$ cat config.mk
export PLATFORM = sky130hd
export DESIGN_NAME = quadencoder_velocity
export DESIGN_NICKNAME = d
export VERILOG_FILES = /design/src/rtl/sat_counter.sv /design/src/rtl/quadencoder_velocity.sv
export SDC_FILE = /design/constraint.sdc
export NUM_CORES = 1
export LEC_CHECK = 0
export CAP_MARGIN = 20
export CORE_MARGIN = 2
export CORE_UTILIZATION = 57
export CTS_CLUSTER_SIZE = 25
export DETAILED_ROUTE_END_ITERATION = 12
export PLACE_DENSITY = 0.81
export SKIP_CTS_REPAIR_TIMING = 1
export SYNTH_ARGS = -nofsm -noshare
export SYNTH_HDL_FRONTEND = slang
export SYNTH_SLANG_ARGS = --single-unit
$ cat constraint.sdc
create_clock -name clk -period 6.7 [get_ports clk]
set_input_delay 1.34 -clock clk [delete_from_list [all_inputs] [get_ports clk]]
set_output_delay 1.34 -clock clk [all_outputs]
set_load 0.01 [all_outputs]
$ cat src/rtl/sat_counter.sv
// Saturating up-counter with a load-to-one clear.
// Holds at all-ones until the next clear.
module sat_counter #(
  parameter int WIDTH = 24
) (
  input  logic             clk,
  input  logic             rst,
  input  logic             i_clr1,
  input  logic             i_inc,
  output logic [WIDTH-1:0] o_count
);
  localparam logic [WIDTH-1:0] MAX = '1;
  localparam logic [WIDTH-1:0] ONE = WIDTH'(1);

  logic [WIDTH-1:0] r_count;

  always_ff @(posedge clk or posedge rst) begin
    if (rst) begin
      r_count <= '0;
    end else if (i_clr1) begin
      r_count <= ONE;
    end else if (i_inc && (r_count != MAX)) begin
      r_count <= r_count + ONE;
    end
  end

  assign o_count = r_count;
endmodule

$ cat src/rtl/quadencoder_velocity.sv
// Windowed velocity and edge-period estimator fed by a
// quadrature decoder position count.
module quadencoder_velocity #(
  parameter int BITS        = 32,
  parameter int WINDOW      = 1000,
  parameter int PERIOD_BITS = 24
) (
  input  logic                   clk,
  input  logic                   rst,
  input  logic [BITS-1:0]        position,
  output logic [BITS-1:0]        velocity,
  output logic                   valid,
  output logic [PERIOD_BITS-1:0] period,
  output logic                   direction,
  output logic                   standstill
);
  localparam int WCW = (WINDOW > 1) ? $clog2(WINDOW) : 1;
  localparam logic [WCW-1:0] W_LAST = WCW'(WINDOW - 1);
  localparam logic [WCW-1:0] W_ONE  = WCW'(1);
  localparam logic [PERIOD_BITS-1:0] SAT_MAX = '1;

  logic [WCW-1:0]         r_wcnt;
  logic                   r_primed;
  logic [BITS-1:0]        r_pos_last;
  logic [BITS-1:0]        r_pos_prev;
  logic                   r_prev_ok;
  logic                   r_seen;
  logic [BITS-1:0]        r_vel;
  logic                   r_valid;
  logic [PERIOD_BITS-1:0] r_period;
  logic                   r_dir;
  logic                   r_stand;

  logic [BITS-1:0]        w_step;
  logic                   w_change;
  logic                   w_dir_new;
  logic [PERIOD_BITS-1:0] w_ecnt;

  // No previous sample exists on the first cycle after reset
  assign w_step    = position - r_pos_prev;
  assign w_change  = r_prev_ok && (position != r_pos_prev);
  assign w_dir_new = ~w_step[BITS-1];

  sat_counter #(
    .WIDTH(PERIOD_BITS)
  ) u_edge_cnt (
    .clk    (clk),
    .rst    (rst),
    .i_clr1 (w_change),
    .i_inc  (1'b1),
    .o_count(w_ecnt)
  );

  always_ff @(posedge clk or posedge rst) begin
    if (rst) begin
      r_wcnt     <= '0;
      r_primed   <= 1'b0;
      r_pos_last <= '0;
      r_vel      <= '0;
      r_valid    <= 1'b0;
    end else begin
      r_valid <= 1'b0;
      if (r_wcnt == W_LAST) begin
        r_wcnt     <= '0;
        r_pos_last <= position;
        r_primed   <= 1'b1;
        if (r_primed) begin
          r_vel   <= position - r_pos_last;
          r_valid <= 1'b1;
        end
      end else begin
        r_wcnt <= r_wcnt + W_ONE;
      end
    end
  end

  always_ff @(posedge clk or posedge rst) begin
    if (rst) begin
      r_pos_prev <= '0;
      r_prev_ok  <= 1'b0;
      r_seen     <= 1'b0;
      r_period   <= '0;
      r_dir      <= 1'b0;
      r_stand    <= 1'b1;
    end else begin
      r_pos_prev <= position;
      r_prev_ok  <= 1'b1;
      if (w_change) begin
        if (r_seen && (w_dir_new == r_dir)) begin
          r_period <= w_ecnt;
        end
        r_dir   <= w_dir_new;
        r_seen  <= 1'b1;
        r_stand <= 1'b0;
      end else if (w_ecnt == SAT_MAX) begin
        r_stand <= 1'b1;
      end
    end
  end

  assign velocity   = r_vel;
  assign valid      = r_valid;
  assign period     = r_period;
  assign direction  = r_dir;
  assign standstill = r_stand;
endmodule

### After elaboration in Yosys (flattened, before gate mapping)

Index checks and enable logic that the tools add are counted.

* output and inout bits: 59
* bits in registers: 160
* latch bits: 0
* memory bits (writable): 0
* memories: 0
* word-level logic and storage cells: 35
* memory bits (read-only): 0

* reductions and logical operators: 6
* order comparisons: 0
* divide/modulo/power cells: 0
* multiplexer cells: 7
* shift-type cells: 0
* bitwise gates (word level): 1
* equal/unequal tests: 5
* $mul: 0
* $add $sub $neg: 4

Operators by type and width (number)
* subtractor 32 bit: 2
* 2-to-1 mux 24 bit: 2
* inequality test 32 bit: 1
* adder 24 x 1 -> 24 bit, second input constant: 1
* equality test 24 bit, second input constant: 1
* inequality test 24 bit, second input constant: 1
* adder 10 x 1 -> 10 bit, second input constant: 1
* equality test 10 bit, second input constant: 1
* 2-to-1 mux 10 bit: 1
* 2-to-1 mux 1 bit: 4
* AND reduction 2 bit: 2
* nonzero test 2 bit: 2
* logical AND 1 bit: 2
* equality test 1 bit: 1
* NOT 1 bit: 1

### Logic depth before layout (Yosys ltp)

Gate-level depths: netlist of run 1.

* depth after elaboration: 5
* gate-level depth with buffers: 13

### Modules after synthesis

Synthesis of run 1 repeated with hierarchy kept, for this count alone.

* cells, all modules: 877
* area total of the unflattened synthesis: 8546.9 sq um

Modules (own cells, without submodules)
* quadencoder_velocity: instances 1, area an instance 7233.2 sq um, cells an instance 737
* sat_counter: instances 1, area an instance 1313.8 sq um, cells an instance 140

### Worst setup path after synthesis of run 1

No wires, ideal clock.

* path kind: input to register
* start: input position[4]
* end: register r_period[0] (netlist: period[0])
* arrival: 3571 ps
* required time: 6575 ps
* path buffers: 2
* stages on the path: 12
* setup slack: 3004 ps
* library setup time: 125 ps
* path through: ha_1 a21o_1 a21o_1 a21oi_1 o21ai_1 a21o_1 a221o_1 xnor3_1 and3_1 buf_6 buf_12 mux2_4

* cells in the longest elaborated chain, start to end: 5
* elaborated cells between the ends (all ways): 7
* classes of those cells: 1 x add/sub; 2 x eq/ne; 1 x bitwise; 3 x reduce/logical

Ends and longest elaborated chain
* start, declared: RTL line quadencoder_velocity.sv:10 `input logic [BITS-1:0] position,`
* subtractor 32 bit: RTL line quadencoder_velocity.sv:40 `assign w_step = position - r_pos_prev;`
* NOT 1 bit: RTL line quadencoder_velocity.sv:42 `assign w_dir_new = ~w_step[BITS-1];`
* equality test 1 bit: RTL line quadencoder_velocity.sv:89 `if (r_seen && (w_dir_new == r_dir)) begin`
* logical AND 1 bit: RTL line quadencoder_velocity.sv:89
* AND reduction 2 bit (no source line) (*)
* end signal, assigned: RTL line quadencoder_velocity.sv:90 `r_period <= w_ecnt;`
* end, declared: RTL line quadencoder_velocity.sv:30 `logic [PERIOD_BITS-1:0] r_period;`

Every way passes the cells marked *; elsewhere a longest branch is shown, timed or not.
A chain may end at the register's enable or synchronous reset.

### Worst setup path in the final report of run 1

* start: input position[4]
* end: register r_period[21] (netlist: period[21])

The elaborated chain is that of the path after synthesis.

==> metrics.md, run 1 <==
| Metric | Value |
|---|---|
| Root buffer selected by CTS | `clkbuf_16` |
| HP Class | `reg -> reg` |
| Synth Flop Type | `dfrtp_1` |
| Most used cell, CP | `a21o_1` |
| Synthesized instance count | `818` |
| IO Pins | `93` |
| Lkg Pwr | `4.87 nW` |
| RePlAce Congestion | `0.855` |
| Fraction of registers with async set/reset | `100%` |
| Status | `completed` |
| Fin Setup TNS | `0 ns` |
| Die height | `125 um` |
| Internal Pwr Total | `1.65 mW` |
| Clock Path Buffers | `2` |
| CP max stage cell | `clkdlybuf4s50_1` |
| Worst Path Required | `7.01 ns` |
| Area taken by multi-input logic gates | `0.00398 mm^2` |
| Rel. slew slack | `39.4%` |
| EDFF count, synth | `0` |
| Area Growth Syn to Fin | `20.0%` |
| RSZ-0062 raised after global routing | `no` |
| Post-Route Utilization | `69.4%` |
| Initial core utilization | `57.9%` |
| Mapped Area | `0.00834 mm^2` |
| Clock network power share | `43.2%` |
| Finished Layout Cells | `1111` |
| Vias in the first global route | `6159` |
| Drc violations | `0` |
| Post-route setup slack | `2.54 ns` |
| Largest net degree at the start of global routing | `102` |
| Via Count | `6148` |
| Place WS | `2.07 ns` |
| Initial antenna violation count | `0` |
| Total CTS buffers | `17` |
| Mapped Nets | `917` |
| Final instance area | `0.0100 mm^2` |
| CP endpoint kind | `flop` |
| Final cycle utilization of the critical path | `62.0%` |
| Startpoint Class | `input port` |
| Distinct cells, synth | `55` |
| Share of layout cells above drive strength 1 | `7.77%` |
| WL final | `17600 um` |
| Sw power | `0.513 mW` |
| Power per Cell Area | `216 mW/mm^2` |
| Mapped Avg Cell Area | `10.2 um^2` |
| Seq/Total Area, Yosys | `48.0%` |
| Filler Cell Count | `1095` |
| Avg Vias per Cell | `5.53` |
| Detail Route Antenna Nets | `0` |
| Initial drt markers | `413` |
| Area after DPL | `0.00944 mm^2` |
| Global-route wire length before repair | `29700 um` |
| Ys Warns | `0` |
| Final Hold Fails | `0` |
| Switching portion of total power | `23.8%` |
| Achievable Freq | `0.241 GHz` |
| CTS tree | `done` |
| Ant diodes | `0` |
| Critical Path Max Stage Delay | `0.49 ns` |
| Critical path type | `in -> reg` |
| Dpl hpwl | `12600 um` |
| Placed cells | `1079` |
| First drt pass iteration count | `4` |
| Clock sink count | `160` |
| Final critical-path required period | `4.16 ns` |
| Clk_lat worst skew | `0.43 ns` |
| Core footprint | `0.0144 mm^2` |
| Final-report setup violation count | `0` |
| Post-synthesis register bit count | `160` |
| Port bufs | `92` |
| Layout Skew | `0.00900 ns` |
| Die area | `0.0156 mm^2` |
| Pins Over Slew Limit | `0` |
| Hold slack | `0.477 ns` |
| PnR Total Power | `2.16 mW` |
| Number of nets in the layout | `1013` |
| Reg power frac | `46.4%` |
| Die Wd | `125 um` |
| Clk slew on worst S/H paths | `0.06 ns` |
| DR WL/cell | `15.9 um` |
| Reg area | `0.00401 mm^2` |
| Max cap viols | `0` |
| Overall Global Routing Usage | `23.7%` |
| Cell family with most CP delay | `compound AO/OA/AOI/OAI gates` |
| Arrival @ worst endpoint | `4.47 ns` |
| Grt ovf | `0` |
| Max rail drop VDD | `0.000192 V` |
| Worst path buffer plus inverter count | `2` |
| Crit path max fanout | `24` |
| H-tree Lvls | `4` |
| Worst slew pin tran | `0.910 ns` |
| Logic pwr share | `10.3%` |
| Core Rows | `44` |
| Crit-path cells | `clkdlybuf4s50_1 -> ha_1 -> a21o_1 -> a21o_1 -> a21oi_1 -> o21ai_1 -> a21o_1 -> a221o_1 -> xnor3_1 -> and3_1 -> buf_4 -> mux2_1` |
-- logic make-up after synthesis --
logic type	Yosys count	share of synthesized area, %
AOI/OAI and AO/OA	178	12.8
xor gates and xnor gates	53	5.73
adders and majority gates	65	9.84
buffers and inverters	90	4.53
DFF	160	48.0
muxes	30	4.92
other	1	0.0449
and+or+nand+nor	241	14.1
-- layer usage --
metal / GRT usage [%] / routed length, um / vias up
met5: 0 / 0 / -
met4: 9.93 / 430 / 0
met3: 5.69 / 808 / 31
met2: 37.8 / 8440 / 118
met1: 31.3 / 7960 / 2991
li1: - / - / 3008
-- synthesized netlist by cell type (3+ instances only) --
cell type  count  share of area, %
xnor2_1       21               2.2
and2_1         6              0.45
nor4_1         3              0.22
and3_1        14               1.0
a31oi_1        4              0.30
inv_1         68               3.1
ha_1          64               9.6
nand2_1       93               4.2
nor3_1         6              0.36
nor3b_1        8              0.72
a21o_1        28               2.5
nand2b_1       6              0.45
clkbuf_1      15              0.67
mux2_4        20               3.6
and4_1         5              0.52
o21ai_0       40               2.4
mux2_1         4              0.54
o21ai_1       37               2.2
nand4_1       11              0.82
xor2_1        31               3.3
dfrtp_1      159                48
o31ai_1        4              0.36
a211oi_1       4              0.36
a21oi_1       38               2.3
buf_1          3              0.13
nor2_1        50               2.2
nor2b_1        6              0.45
mux2_2         4              0.54
o21a_1         7              0.63
nand3_1       22               1.3
-- registers in the layout (all words and copies together), names as in the netlist --
name and count:
r_primed 1, r_seen 1, r_pos_prev 32, direction 1
period 24, velocity 32, r_prev_ok 1, r_wcnt 10
r_pos_last 32, valid 1, u_edge_cnt.o_count 24, standstill 1
-- placed cells by master, fill, tap and decap left out, types with 7 or more instances in the layout --
cell             instances
dfrtp_1                159
nand4_1                 11
nor2_1                  50
nand2_1                 92
xnor2_1                 21
clkbuf_16               17
ha_1                    64
clkdlybuf4s50_1         92
o21ai_0                 40
nor3b_1                  7
xor2_1                  31
and3_1                  14
a21o_1                  28
mux2_4                  20
o21ai_1                 37
a21oi_1                 38
nand3_1                 22
o21a_1                   7
inv_1                   67
-- power by group through the flow --
| stage | Sequential, mW | Combinational (mW) | Clock (mW) |
|---|---|---|---|
| 2_1_floorplan | 1.02 | 0.147 | 0 |
| 3_3_place_gp | 1.02 | 0.219 | 0 |
| 3_5_place_dp | 1.02 | 0.224 | 0 |
| 4_1_cts | 1.00 | 0.226 | 0.945 |
| 5_1_grt | 1.01 | 0.246 | 0.988 |
| 6_report | 1.00 | 0.223 | 0.934 |
-- worst reg2reg max path: stages, from the launching register on --
cell and delay [ns]:
dfrtp_1 0.32, inv_1 0.04, ha_1 0.28, a21o_1 0.16, a21o_1 0.17, a21oi_1 0.12, o21ai_1 0.11, a21o_1 0.21
a221o_1 0.38, xnor3_1 0.21, and3_1 0.15, buf_4 0.37, mux2_1 0.38
-- area by class of cell --
class	count	share of cell area, %
clock buffers	24	4.91
clock inverters	8	0.800
inverters	69	2.64
multi-input cells	568	39.7
flip-flops and latches	160	40.0
well taps	184	2.30
repair buffers	98	9.65
-- path summary, 6_finish.rpt --
kind	start	cells past startpoint	end	slack [ns]
min in group asynchronous	rst	2	period[5]	1.49
min	r_seen	1	r_seen	0.48
max in group asynchronous	rst	3	velocity[27]	3.95
max	position[4]	12	period[21]	2.54
max reg2reg	r_pos_prev[4]	12	period[21]	3.67
min reg2reg	r_seen	1	r_seen	0.48
Note: power is estimated with default switching activity, not from simulation.
==> run 2, diff against run 1 <==
--- a/config.mk
+++ b/config.mk
@@ -7,10 +7,10 @@
 export LEC_CHECK = 0
 export CAP_MARGIN = 20
 export CORE_MARGIN = 2
-export CORE_UTILIZATION = 57
+export CORE_UTILIZATION = 51
 export CTS_CLUSTER_SIZE = 25
 export DETAILED_ROUTE_END_ITERATION = 12
-export PLACE_DENSITY = 0.81
+export PLACE_DENSITY = 0.76
 export SKIP_CTS_REPAIR_TIMING = 1
 export SYNTH_ARGS = -nofsm -noshare
 export SYNTH_HDL_FRONTEND = slang
==> constraint.sdc (replaced) <==
create_clock -name clk -period 3.6 [get_ports clk]
set_input_delay 0.72 -clock clk [delete_from_list [all_inputs] [get_ports clk]]
set_output_delay 0.72 -clock clk [all_outputs]
set_load 0.01 [all_outputs]
==> run 2 against run 1 <==
Against the previous run: first-iteration DRC count shrank 7.3%; largest power group is now the clock network; sequential power grew 86%; power grew 94%.
==> metrics.md, run 2 (synthesized netlist as in run 1, its figures left out) <==
| Metric | Value |
|---|---|
| Clk slew on worst S/H paths | `0.06 ns` |
| Overall Global Routing Usage | `22.6%` |
| Via Count | `6305` |
| Ant diodes | `0` |
| Total CTS buffers | `17` |
| CP max stage cell | `clkdlybuf4s50_1` |
| Startpoint Class | `input port` |
| Final Hold Fails | `0` |
| Power per Cell Area | `401 mW/mm^2` |
| Die height | `132 um` |
| Worst Path Required | `3.92 ns` |
| Port bufs | `92` |
| Final cycle utilization of the critical path | `92.0%` |
| Die Wd | `132 um` |
| Area after DPL | `0.00984 mm^2` |
| Area Growth Syn to Fin | `25.2%` |
| Grt ovf | `0` |
| Most frequent cells in the layout | `dfrtp_1 (159), nand2_1 (92), clkdlybuf4s50_1 (92)` |
| Drc violations | `0` |
| Initial drt markers | `383` |
| HP Class | `reg -> reg` |
| Critical R2R Capture | `period[23]` |
| Initial core utilization | `52.3%` |
| Clock sink count | `160` |
| Worst path buffer plus inverter count | `2` |
| Root buffer selected by CTS | `clkbuf_16` |
| Final critical-path required period | `3.31 ns` |
| Max rail drop VDD | `0.000353 V` |
| Final instance area | `0.0104 mm^2` |
| Clock network power share | `44.7%` |
| Critical path type | `in -> reg` |
| Crit path max fanout | `24` |
| Max cap viols | `0` |
| Logic pwr share | `10.9%` |
| Switching portion of total power | `23.4%` |
| Most used cell, CP | `a21o_1` |
| Reg power frac | `44.5%` |
| Dpl hpwl | `12900 um` |
| Crit-path cells | `clkdlybuf4s50_1 -> ha_1 -> a21o_1 -> a21o_1 -> a21oi_1 -> o21ai_0 -> a21o_1 -> a221o_1 -> xnor3_1 -> and3_1 -> buf_12 -> mux2_1` |
| Rel. slew slack | `39.7%` |
| Worst r2r path cells | `12` |
| Core footprint | `0.0159 mm^2` |
| Worst Hold Depth | `1` |
| Hold Path Sink | `r_seen` |
| Lkg Pwr | `5.11 nW` |
| Largest net degree at the start of global routing | `161` |
| Share of layout cells above drive strength 1 | `12.0%` |
| CP endpoint kind | `flop` |
| Avg Vias per Cell | `5.31` |
| Critical Path Max Stage Delay | `0.45 ns` |
| Reg2reg start | `r_pos_prev[4]` |
| Status | `completed` |
| Internal Pwr Total | `3.21 mW` |
| Detail Route Antenna Nets | `0` |
| Initial antenna violation count | `0` |
| RePlAce Congestion | `0.853` |
| Number of nets in the layout | `1058` |
| WL final | `18300 um` |
| DR WL/cell | `15.5 um` |
| H-tree Lvls | `4` |
| Commonest non-fill, non-tap cell in the layout | `dfrtp_1` |
| Layout Skew | `0.00984 ns` |
| Vias in the first global route | `6345` |
| Finished Layout Cells | `1187` |
| Hold slack | `0.480 ns` |
| R2R Setup Slk | `0.69 ns` |
| Core Rows | `46` |
| Achievable Freq | `0.302 GHz` |
| CTS tree | `done` |
| Arrival @ worst endpoint | `3.63 ns` |
| Worst slew pin tran | `0.896 ns` |
| IO Pins | `93` |
| PnR Total Power | `4.19 mW` |
| Global-route wire length before repair | `31500 um` |
| Placed cells | `1156` |
| Pins Over Slew Limit | `0` |
| Final-report setup violation count | `0` |
| Clock Path Buffers | `2` |
| Min-delay src | `r_seen` |
| Cell family with most CP delay | `compound AO/OA/AOI/OAI gates` |
| Clk_lat worst skew | `0.43 ns` |
| Sw power | `0.981 mW` |
| First drt pass iteration count | `5` |
| Die area | `0.0174 mm^2` |
| RSZ-0062 raised after global routing | `no` |
[run 2: cell count changes in the layout (fill, tap and decap cells not counted), sizes merged]
cell,delta
clkinv,+1
bufinv,+2
inv,-2
clkbuf,-2
buf,+45
[run 2: through the flow]
stage	utilization (%)	setup TNS [ns]	setup WS, ns
5_1_grt	65.5	0	0.123
4_1_cts	65.5	0	0.264
3_3_place_gp	61.7	-1.25	-0.0712
6_report	65.5	0	0.289
3_5_place_dp	61.7	-4.26	-0.196
2_1_floorplan	-	0	0.524
[run 2: worst max-delay path by stage]
stage / startpoint / end / slack (ns) / cells after the start
after floorplan: position[4] / period[0] / 0.52 / 12
after global placement: position[12] / period[23] / -0.07 / 12
after detailed placement: position[12] / period[23] / -0.20 / 12
after CTS: position[12] / period[23] / 0.26 / 12
after global routing: position[8] / velocity[25] / 0.12 / 13
final: position[12] / period[23] / 0.29 / 12
[run 2: layout make-up]
class,count,area (um^2)
clock inverter,9,133
tap,216,270
fill,1281,5490
clock buffer,22,474
timing repair buffer,143,1330
multi-input combinational,568,3980
inverter,69,263
sequential,160,4010
[run 2: power by group through the flow]
| stage | Combinational [mW] | Clock (mW) | Sequential [mW] |
|---|---|---|---|
| 4_1_cts | 0.462 | 1.90 | 1.87 |
| 3_3_place_gp | 0.451 | 0 | 1.90 |
| 6_report | 0.456 | 1.87 | 1.86 |
| 2_1_floorplan | 0.274 | 0 | 1.90 |
| 3_5_place_dp | 0.458 | 0 | 1.90 |
| 5_1_grt | 0.504 | 1.99 | 1.87 |
[run 2: routing by layer]
layer	wire, um	track usage, %
met1	8430	30.1
met2	8760	36.6
met3	899	5.73
met4	264	6.88
met5	0	0
[run 2: worst register-to-register path, cell delays in order (launching register included)]
cell and delay, ns:
dfrtp_1 0.33, inv_1 0.04, ha_1 0.28, a21o_1 0.16
a21o_1 0.17, a21oi_1 0.14, o21ai_1 0.11, a21o_1 0.20
a221o_1 0.39, xnor3_1 0.20, and3_1 0.21, buf_12 0.22
mux2_1 0.35
